### config.mk
export PLATFORM = sky130hd
export DESIGN_NAME = mem_arbiter
export DESIGN_NICKNAME = d
export VERILOG_FILES = /design/src/rtl/arm_mem_pkg.sv /design/src/rtl/mem_arbiter.sv
export SDC_FILE = /design/constraint.sdc
export NUM_CORES = 1
export LEC_CHECK = 0
export ABC_CLOCK_PERIOD_IN_PS = 4500
export CAP_MARGIN = 10
export CORE_UTILIZATION = 35
export CTS_CLUSTER_SIZE = 40
export DETAILED_ROUTE_END_ITERATION = 12
export PLACE_DENSITY = 0.79
export SLEW_MARGIN = 15
export SYNTH_ARGS = -nofsm -noshare
export SYNTH_HDL_FRONTEND = slang
export SYNTH_SLANG_ARGS = --single-unit
### constraint.sdc
create_clock -name clk -period 4.5 [get_ports clk]
set_input_delay 0.9 -clock clk [delete_from_list [all_inputs] [get_ports clk]]
set_output_delay 0.9 -clock clk [all_outputs]
set_load 0.005 [all_outputs]
### src/rtl/arm_mem_pkg.sv
// Shared types and constants for the IF/MEM external SRAM arbiter.
//
// Contents:
//   state_e             - arbiter sequencing states (IDLE, ACCESS, DONE)
//   grant_e             - which requester owns the current access
//   DEFAULT_WAIT_CYCLES - default SRAM access length in clock cycles
package arm_mem_pkg;

  typedef enum logic [1:0] {
    IDLE   = 2'd0,
    ACCESS = 2'd1,
    DONE   = 2'd2
  } state_e;

  typedef enum logic [1:0] {
    G_NONE = 2'd0,
    G_IF   = 2'd1,
    G_MEM  = 2'd2
  } grant_e;

  localparam int unsigned DEFAULT_WAIT_CYCLES = 3;

endpackage : arm_mem_pkg

### src/rtl/mem_arbiter.sv
// Arbiter for a single-ported, multi-cycle external SRAM shared by the IF
// (instruction fetch) and MEM (load/store) stages of a 5-stage pipeline.
// Each access is held on the SRAM for WAIT_CYCLES cycles. Read data is
// returned to the requester. The pipeline is frozen until every request of
// the current step has been served. MEM wins over IF because it belongs to
// the older instruction.
//
// Ports:
//   clk, rst              - clock, asynchronous active-high reset
//   if_req / if_addr      - fetch request (held until if_ready) and byte address
//   if_rdata / if_ready   - fetched instruction, IF served this step
//   mem_r_en / mem_w_en   - load / store request (store wins if both are set)
//   mem_addr / mem_wdata  - data byte address and store data
//   mem_rdata / mem_ready - load data, MEM served this step
//   sram_*                - word address, write data, read data, active-low strobes
//   freeze                - stalls PC and IF_Reg while any request is unserved
import arm_mem_pkg::*;

module mem_arbiter #(
  parameter int unsigned ADDR_W      = 32,
  parameter int unsigned DATA_W      = 32,
  parameter int unsigned SRAM_ADDR_W = 16,
  parameter int unsigned WAIT_CYCLES = DEFAULT_WAIT_CYCLES
) (
  input  logic                   clk,
  input  logic                   rst,
  // IF stage
  input  logic                   if_req,
  input  logic [ADDR_W-1:0]      if_addr,
  output logic [DATA_W-1:0]      if_rdata,
  output logic                   if_ready,
  // MEM stage
  input  logic                   mem_r_en,
  input  logic                   mem_w_en,
  input  logic [ADDR_W-1:0]      mem_addr,
  input  logic [DATA_W-1:0]      mem_wdata,
  output logic [DATA_W-1:0]      mem_rdata,
  output logic                   mem_ready,
  // External SRAM
  output logic [SRAM_ADDR_W-1:0] sram_addr,
  output logic [DATA_W-1:0]      sram_wdata,
  input  logic [DATA_W-1:0]      sram_rdata,
  output logic                   sram_we_n,
  output logic                   sram_oe_n,
  // Pipeline control
  output logic                   freeze
);

  localparam int unsigned CNT_W = (WAIT_CYCLES > 1) ? $clog2(WAIT_CYCLES) : 1;
  localparam logic [CNT_W-1:0] CNT_LAST = CNT_W'(WAIT_CYCLES - 1);

  // ---------------------------------------------------------------------------
  // State
  // ---------------------------------------------------------------------------
  state_e                 state_q, state_d;
  grant_e                 grant_q, grant_d;
  logic [CNT_W-1:0]       cnt_q, cnt_d;
  logic [SRAM_ADDR_W-1:0] addr_q, addr_d;
  logic [DATA_W-1:0]      wdata_q, wdata_d;
  logic                   write_q, write_d;
  logic [DATA_W-1:0]      if_rdata_q, if_rdata_d;
  logic [DATA_W-1:0]      mem_rdata_q, mem_rdata_d;
  logic                   if_served_q, if_served_d;
  logic                   mem_served_q, mem_served_d;

  logic mem_req;

  // A store takes precedence when both enables are set.
  assign mem_req = mem_r_en | mem_w_en;

  // Only the word-address slice of each byte address reaches the SRAM.
  logic unused_addr_bits;
  assign unused_addr_bits = ^{if_addr[ADDR_W-1:SRAM_ADDR_W+2], if_addr[1:0],
                              mem_addr[ADDR_W-1:SRAM_ADDR_W+2], mem_addr[1:0]};

  // ---------------------------------------------------------------------------
  // Outputs
  // ---------------------------------------------------------------------------
  // ready is high from the DONE cycle onwards. The served flag keeps it high
  // until the pipeline advances.
  assign if_ready  = if_served_q  | ((state_q == DONE) && (grant_q == G_IF));
  assign mem_ready = mem_served_q | ((state_q == DONE) && (grant_q == G_MEM));
  assign freeze    = (mem_req & ~mem_ready) | (if_req & ~if_ready);

  assign if_rdata  = if_rdata_q;
  assign mem_rdata = mem_rdata_q;

  // The strobes and the bus are decoded from the state, not registered. An
  // asynchronous reset therefore releases them in the same cycle.
  assign sram_addr  = (state_q == ACCESS) ? addr_q  : '0;
  assign sram_wdata = (state_q == ACCESS) ? wdata_q : '0;
  assign sram_we_n  = ~((state_q == ACCESS) &  write_q);
  assign sram_oe_n  = ~((state_q == ACCESS) & ~write_q);

  // ---------------------------------------------------------------------------
  // Next-state logic
  // ---------------------------------------------------------------------------
  always_comb begin
    // NOTE: every variable gets a default before the case, so paths that do
    // not assign it hold the current value instead of inferring a latch.
    state_d      = state_q;
    grant_d      = grant_q;
    cnt_d        = cnt_q;
    addr_d       = addr_q;
    wdata_d      = wdata_q;
    write_d      = write_q;
    if_rdata_d   = if_rdata_q;
    mem_rdata_d  = mem_rdata_q;
    if_served_d  = if_served_q;
    mem_served_d = mem_served_q;

    unique case (state_q)
      IDLE: begin
        if (mem_req && !mem_served_q) begin
          state_d = ACCESS;
          grant_d = G_MEM;
          cnt_d   = '0;
          addr_d  = mem_addr[SRAM_ADDR_W+1:2];
          wdata_d = mem_wdata;
          write_d = mem_w_en;
        end else if (if_req && !if_served_q) begin
          state_d = ACCESS;
          grant_d = G_IF;
          cnt_d   = '0;
          addr_d  = if_addr[SRAM_ADDR_W+1:2];
          wdata_d = '0;
          write_d = 1'b0;
        end
      end

      ACCESS: begin
        if (cnt_q == CNT_LAST) begin
          state_d = DONE;
          if (!write_q) begin
            if (grant_q == G_MEM) mem_rdata_d = sram_rdata;
            else                  if_rdata_d  = sram_rdata;
          end
        end else begin
          cnt_d = cnt_q + 1'b1;
        end
      end

      DONE: begin
        state_d = IDLE;
        grant_d = G_NONE;
        if (grant_q == G_MEM) mem_served_d = 1'b1;
        if (grant_q == G_IF)  if_served_d  = 1'b1;
      end

      default: begin
        state_d = IDLE;
        grant_d = G_NONE;
      end
    endcase

    // The pipeline advances on this edge, so the step is over. A request that
    // is still asserted is treated as a new request. This clear takes priority
    // over the set in DONE.
    if (!freeze) begin
      if_served_d  = 1'b0;
      mem_served_d = 1'b0;
    end
  end

  // ---------------------------------------------------------------------------
  // State registers
  // ---------------------------------------------------------------------------
  always_ff @(posedge clk or posedge rst) begin
    if (rst) begin
      state_q      <= IDLE;
      grant_q      <= G_NONE;
      cnt_q        <= '0;
      addr_q       <= '0;
      wdata_q      <= '0;
      write_q      <= 1'b0;
      // NOTE: the read-data holding registers are visible outputs and must
      // read 0 after reset. They are reset like any other state, not left
      // unreset like a storage array.
      if_rdata_q   <= '0;
      mem_rdata_q  <= '0;
      if_served_q  <= 1'b0;
      mem_served_q <= 1'b0;
    end else begin
      // NOTE: non-blocking assignments, so every register samples the
      // pre-edge values regardless of statement order.
      state_q      <= state_d;
      grant_q      <= grant_d;
      cnt_q        <= cnt_d;
      addr_q       <= addr_d;
      wdata_q      <= wdata_d;
      write_q      <= write_d;
      if_rdata_q   <= if_rdata_d;
      mem_rdata_q  <= mem_rdata_d;
      if_served_q  <= if_served_d;
      mem_served_q <= mem_served_d;
    end
  end

endmodule : mem_arbiter

; Word level (Yosys, flattened, before mapping)
; Index checks and enable logic that the tools add are counted.
[totals]
register_bits = 121
output_inout_bits = 117
wordCells = 78
[classes]
addsub = 1
eq_ne = 11
muxes = 24
bitwise_logic = 15
n_reduce_logical = 17
[ops]
columns = cell, count
row1 = $mux W32, 3
row2 = $mux W16, 3
row3 = $mux W2, 7
row4 = $pmux W2 S2, 3
row5 = $reduce_and A2 Y1, 5
row6 = $mux W1, 8
row7 = $ne A2 B1 Y1 const B, 4
row8 = $reduce_and A4 Y1, 2
row9 = $not A1 Y1, 7
row10 = $eq A2 B2 Y1 const B, 3
row11 = $and A1 B1 Y1, 4
row12 = $eq A2 B1 Y1 const B, 2
row13 = $logic_and A1 B1 Y1, 4
row14 = $or A1 B1 Y1, 4
row15 = $reduce_bool A2 Y1, 2
row16 = $ne A3 B3 Y1 const B, 1
row17 = $reduce_and A3 Y1, 1
row18 = $add A2 B1 Y2 const B, 1
row19 = $logic_not A1 Y1, 2
row20 = $logic_not A2 Y1, 1
row21 = $ne A2 B2 Y1 const B, 1

; Logic depth before layout (Yosys ltp)
; Gate-level depths: netlist of run 1.
[logic_depth]
word_depth = 8
ltp_mapped = 6
depth_no_buf = 5

; Worst setup path after synthesis of run 1
; Ideal clock, no wire load.
[synth_path]
path_kind = input -> output
startpoint = input port mem_w_en
endpoint = output port freeze
arrival_ps = 1593
t_required_ps = 3600
path_slack_ps = 2007
path_stages = 4
path_cell_list = o21bai_1 > buf_2 > o21bai_1 > a32oi_1
[synth_between]
elab_chain_len = 3
[synth_rtl]
columns = item, line_no
row1 = from (decl), mem_arbiter.sv:34  ; input logic mem_w_en,
row2 = $or A1 B1 Y1, mem_arbiter.sv:69  ; assign mem_req = mem_r_en | mem_w_en;
row3 = $and A1 B1 Y1, mem_arbiter.sv:83  ; assign freeze = (mem_req & ~mem_ready) | (if_req & ~if_ready);
row4 = $or A1 B1 Y1, mem_arbiter.sv:83
row5 = to (decl), mem_arbiter.sv:46  ; output logic freeze
; Every way passes these cells.

; Worst setup path after layout of run 1
; Same ends and word-level chain as after synthesis.

==> metrics.txt, run 1 <==
Max Cap Viol=0; Post-Layout Cell Count=779; Hold Path Class=reg -> reg; Int Pwr=0.004175 W; Arr. time, crit path=2510 ps; crit path launch type=input port; Crit path largest cell delay=570 ps; Die X=122.9 um; first-pass GRT wire length=21.25 mm; flops & latches, synth=121; fmax=293.0 MHz; CTS tree=built; max-slew violation count=0; vias=3895; P&R area growth vs syn=57.14%; Max Fanout on Critical Path=6; initial antenna violation count=0; Sink Count=121; WS Path Type=in -> out; Hold-fix buffers, CTS=0; Yosys cell types=33; Max VDD drop=337.8 uV; Net Switching=0.001650 W; I/O Pins=250; Skew-Pair Late Insertion Delay=400 ps; pwr dens=724.6 mW/mm^2; Initial Util=0.3643; combinational cell fraction of total power=0.436; crit-path cells=clkdlybuf4s50_1 > o21bai_2 > o21bai_1 > a32oi_1 > clkdlybuf4s50_1; Routed Antenna Nets=0; syn avg cell area=13.79 um^2; commonest non-fill, non-tap cell in the layout=clkdlybuf4s50_1; chip height=122.9 um; Max-slew headroom=0.3400; vias per std cell=5.000; vias in the first global route=4142; Crit path max-delay family=buffers and inverters; utilization after layout=0.5724; die area=0.01510 mm^2; num rows=43; clk root buf=clkbuf_16; Buf/Inv on CP=2; Sw Share=0.2833; Worst-path clk slew=50 ps; leakage=3.488 nW; Top cell by count, worst path=clkdlybuf4s50_1; GRT Total Usage=0.1865; top post-synthesis cells by area=dfrtp_1 59%, mux2_2 20%, and3_1 6.0%; maximum clock insertion buffer count=2; total CTS buffers=17; Setup-failing EPs final=0; top cell type's share of synthesized area=0.5920; dpl hpwl=9.358 mm; synthesized area=0.005115 mm^2; H-Tree Depth=4; Worst Max-Slew Pin Slew=990.0 ps; RSZ-0062 raised after global routing=no; postcts setup bufs=0; fraction of layout cells with a size suffix above 1=0.2270; YS warnings=0; placed cells=747; clock network power share=0.230; Routed WL=13.47 mm; Req. time, crit path=3600 ps; worst hold path depth=1; Final min period=3413 ps; most frequent cells in the layout=217 x clkdlybuf4s50_1, 121 x dfrtp_1, 90 x mux2_2; PortBufs=217; drt first pass iters=4; # diodes=0; area leader, netlist=dfrtp_1; 1st-iter DRT viols=182; Resize count post-CTS=0; post-synth net total=505; Worst path depth=5; GRT overflow=0; Crit. End Element=output pin; largest net degree at the start of global routing=80; Seq/Total Area, Yosys=0.5920; final hold vios=0; Max stage delay cell, worst path=clkdlybuf4s50_1; reg2reg path depth=3; Core ar.=0.01404 mm^2; fin crit share=0.7584; setup_tns=0 ps; status=finished, final reports clean; Post-Route Skew=6.281 ps; routed len/inst=17.29 um; Syn Inst Count=371; post-layout net count=720; Seq pwr share=0.334; Remaining DRCs=0; GPL Wtd Cong=0.7579
[sequential cells by signal (all words and copies together) (netlist names)]
register / flops
grant_q: 2
mem_served_q: 1
addr_q: 16
if_served_q: 1
mem_rdata: 32
cnt_q: 2
if_rdata: 32
wdata_q: 32
write_q: 1
state_q: 2
[power by group through the flow]
stage | Combinational (W) | Sequential [W] | Clock (W)
6_report | 0.00254 | 0.00194 | 0.00134
5_1_grt | 0.00275 | 0.00202 | 0.00144
4_1_cts | 0.00258 | 0.00194 | 0.00137
3_5_place_dp | 0.00257 | 0.00195 | 0
3_3_place_gp | 0.00250 | 0.00192 | 0
2_1_floorplan | 0.00115 | 0.00190 | 0
[routing by layer]
metal | routed length [um] | global-route usage | vias to the layer above
li1 | - | - | 1788
met1 | 5540 | 0.2186 | 1916
met2 | 6693 | 0.3185 | 171
met3 | 938 | 0.06458 | 20
met4 | 294 | 0.06098 | 0
met5 | 0 | 0 | -
[layout make-up]
class,count,area [um^2]
Clock inverter,12,151.4
Fill cell,1112,6005
Timing Repair Buffer,224,2225
Sequential cell,121,3028
Inverter,8,32.53
Clock buffer,20,436.7
Multi-Input combinational cell,214,1939
Tap cell,180,225.2
[cells in the mapped netlist]
library cell and number:
dfrtp_1 121, mux2_2 90, and3_1 49, a22o_1 33
clkbuf_1 14, buf_2 12, inv_1 8, mux2_1 6
a21oi_1 5, nor3_1 3, o21ai_0 3, a21o_1 2
nand2_1 2, nor2_1 2, o21bai_1 2, o22ai_1 2
a211o_1 1, a21boi_0 1, a31o_2 1, a31oi_1 1
a32oi_1 1, and4bb_2 1, buf_4 1, buf_6 1
ha_1 1, nand2b_4 1, nand3_2 1, nand3b_1 1
nor3b_1 1, o21a_1 1, o21ai_2 1, o21ba_2 1
or3_1 1
[worst register-to-register path, cell delays in order, from the launching register on]
cell and delay (ps):
dfrtp_1 780, and4bb_2 380, nand3_2 710, mux2_1 640
[kinds of logic (layout without fill, tap and decap cells)]
| kind of cell | Yosys count | after routing | synth area share |
|---|---|---|---|
| and+or+nand+nor | 62 | 62 | 0.07706 |
| muxes | 96 | 96 | 0.2113 |
| buffers and inverters | 36 | 264 | 0.03156 |
| DFF | 121 | 121 | 0.5920 |
| adders and majority gates | 1 | 1 | 0.002446 |
| AOI/OAI and AO/OA | 55 | 55 | 0.08562 |
[worst paths after layout]
check	slack, ps	startpoint	to
max	1090	mem_w_en	freeze
min	500	addr_q[6]$_DFFE_PP0P_	addr_q[6]$_DFFE_PP0P_
max reg2reg	1860	state_q[0]$_DFFE_PP0P_	mem_rdata[10]$_DFFE_PP0P_
min reg2reg	500	addr_q[6]$_DFFE_PP0P_	addr_q[6]$_DFFE_PP0P_
max in group asynchronous	2520	rst	mem_rdata[2]$_DFFE_PP0P_
min in group asynchronous	1070	rst	if_rdata[30]$_DFFE_PP0P_
[stage by stage]
step                hold WS [ps]  setup slack, ps  instance area, um^2  power, W
floorplan                  464.4            385.8                 5115  0.003041
global placement           472.3             1082                 7448  0.004416
detailed placement         483.3             1068                 7448  0.004523
CTS                        497.8             1067                 8036  0.005901
global route               509.1            993.2                 8038  0.006209
finish                     497.2             1087                 8038  0.005824
No activity file was read; power rests on OpenSTA's default activity.
==> run 2: changes to the inputs <==
--- a/config.mk
+++ b/config.mk
@@ -5,7 +5,7 @@
 export SDC_FILE = /design/constraint.sdc
 export NUM_CORES = 1
 export LEC_CHECK = 0
-export ABC_CLOCK_PERIOD_IN_PS = 4500
+export ABC_CLOCK_PERIOD_IN_PS = 3400
 export CAP_MARGIN = 10
 export CORE_UTILIZATION = 35
 export CTS_CLUSTER_SIZE = 40
==> constraint.sdc (replaced) <==
create_clock -name clk -period 3.4 [get_ports clk]
set_input_delay 0.68 -clock clk [delete_from_list [all_inputs] [get_ports clk]]
set_output_delay 0.68 -clock clk [all_outputs]
set_load 0.005 [all_outputs]
==> metrics.txt, run 2 (synthesis gave the netlist of run 1 again) <==
Initial Util=0.3643 (unchanged); Worst path depth=5 (unchanged); post-layout net count=721 (+0.14%); 1st-iter DRT viols=138 (-24%); # diodes=0 (unchanged); postcts setup bufs=0 (unchanged); placed cell area=0.007470 mm^2 (+0.29%); final total power=0.007750 W (+33%); dpl hpwl=8.983 mm (-4.0%); GRT overflow=0 (unchanged); Top cell by count, worst path=clkdlybuf4s50_1; Resize count post-CTS=0 (unchanged); Core ar.=0.01404 mm^2 (unchanged); PortBufs=217 (unchanged); Crit path max-delay family=buffers and inverters; Hold-fix buffers, CTS=0 (unchanged); vias per std cell=4.924 (-1.5%); I/O Pins=250 (unchanged); vias=3826 (-1.8%); Routed WL=12.85 mm (-4.6%); drt first pass iters=4 (unchanged); Max VDD drop=454.6 uV (+35%); P&R area growth vs syn=57.78%; pre-CTS WS=487.6 ps (-580.7 ps); Remaining DRCs=0 (unchanged); Sink Count=121 (unchanged); num rows=43 (unchanged); status=finished, final reports clean; Buf/Inv on CP=2 (unchanged); fin crit share=0.8502; Worst-path clk slew=50 ps (about the same); utilization after layout=0.5747 (+0.002317); die area=0.01510 mm^2 (unchanged); Setup-failing EPs final=0 (unchanged); commonest non-fill, non-tap cell in the layout=clkdlybuf4s50_1; pwr dens=960.3 mW/mm^2 (+33%); Crit. End Element=output pin; GPL Wtd Cong=0.7123 (-6.0%); maximum clock insertion buffer count=2 (unchanged); final std cell area, no fill=0.008070 mm^2 (+0.40%); Max-slew headroom=0.2743 (-0.06573); max-slew violation count=0 (unchanged); initial antenna violation count=0 (unchanged); CTS tree=built; Routed Antenna Nets=0 (unchanged); PnR worst setup slack=509.2 ps (-578.1 ps); Die X=122.9 um (unchanged); total CTS buffers=17 (unchanged); leakage=3.502 nW (+0.38%); Max Cap Viol=0 (unchanged); Arr. time, crit path=2210 ps (-300 ps); RSZ-0062 raised after global routing=no; Req. time, crit path=2720 ps (-880 ps); H-Tree Depth=4 (unchanged); Skew-Pair Late Insertion Delay=400 ps (about the same); chip height=122.9 um (unchanged); reg2reg path depth=6 (+3); fraction of layout cells with a size suffix above 1=0.2278 (+0.0007606); WS Path Type=in -> out; most frequent cells in the layout=217 x clkdlybuf4s50_1, 121 x dfrtp_1, 90 x mux2_2; Hold Path Class=reg -> reg; GRT Total Usage=0.1738 (-0.01279); worst hold path depth=1 (unchanged); crit-path cells=clkdlybuf4s50_1 > o21bai_2 > o21bai_1 > a32oi_1 > clkdlybuf4s50_1; setup_tns=0 ps (unchanged); Final min period=2891 ps; crit path launch type=input port; clk root buf=clkbuf_16; largest net degree at the start of global routing=122 (+53%); Max stage delay cell, worst path=clkdlybuf4s50_1; Worst Max-Slew Pin Slew=1084 ps (+94.49 ps); routed len/inst=16.54 um (-4.3%); first-pass GRT wire length=19.89 mm (-6.4%); fmax=345.9 MHz; Crit path largest cell delay=560 ps (about the same); Max Fanout on Critical Path=5 (-1); vias in the first global route=3989 (-3.7%); final hold vios=0 (unchanged); Post-Route Skew=12.59 ps (+6.309 ps)
[run 2: final timing paths]
kind | startpoint | to | slack, ps
min in group asynchronous | rst | wdata_q[25]$_DFFE_PP0P_ | 840
min reg2reg | mem_rdata[3]$_DFFE_PP0P_ | mem_rdata[3]$_DFFE_PP0P_ | 490
max | mem_w_en | freeze | 510
max in group asynchronous | rst | addr_q[5]$_DFFE_PP0P_ | 2120
max reg2reg | cnt_q[0]$_DFFE_PP0P_ | mem_rdata[25]$_DFFE_PP0P_ | 890
min | mem_rdata[3]$_DFFE_PP0P_ | mem_rdata[3]$_DFFE_PP0P_ | 490
[run 2: power breakdown]
part           internal, W  switching [W]  total, W  leakage, nW
clock network      0.00121       0.000597   0.00181        0.293
registers          0.00216       0.000388   0.00255         1.45
logic              0.00223        0.00116   0.00339         1.76
total              0.00560        0.00215   0.00775         3.50
[run 2: per-layer routing]
metal  track usage  vias up  part of all wire
met1        0.2038     1879              0.41
li1              -     1781                 -
met3       0.05627       16             0.075
met5             0        -                 0
met4       0.06936        0             0.013
met2        0.2935      150              0.50
[run 2: layout make-up]
type / count / area [um^2]
clock buffers: 21 / 480.5
clock inverters: 8 / 120.1
fillers: 1130 / 5972
inverters: 8 / 33.78
multi-input cells: 214 / 1938
flip-flops and latches: 121 / 3028
well taps: 180 / 225.2
repair buffers: 225 / 2245
[run 2: stage by stage]
step / hold WS, ps / cells
floorplan: 464.4 / 371
global placement: 475.7 / 748
detailed placement: 481.4 / 748
CTS: 492.9 / 777
global route: 508.6 / 777
finish: 488.2 / 777
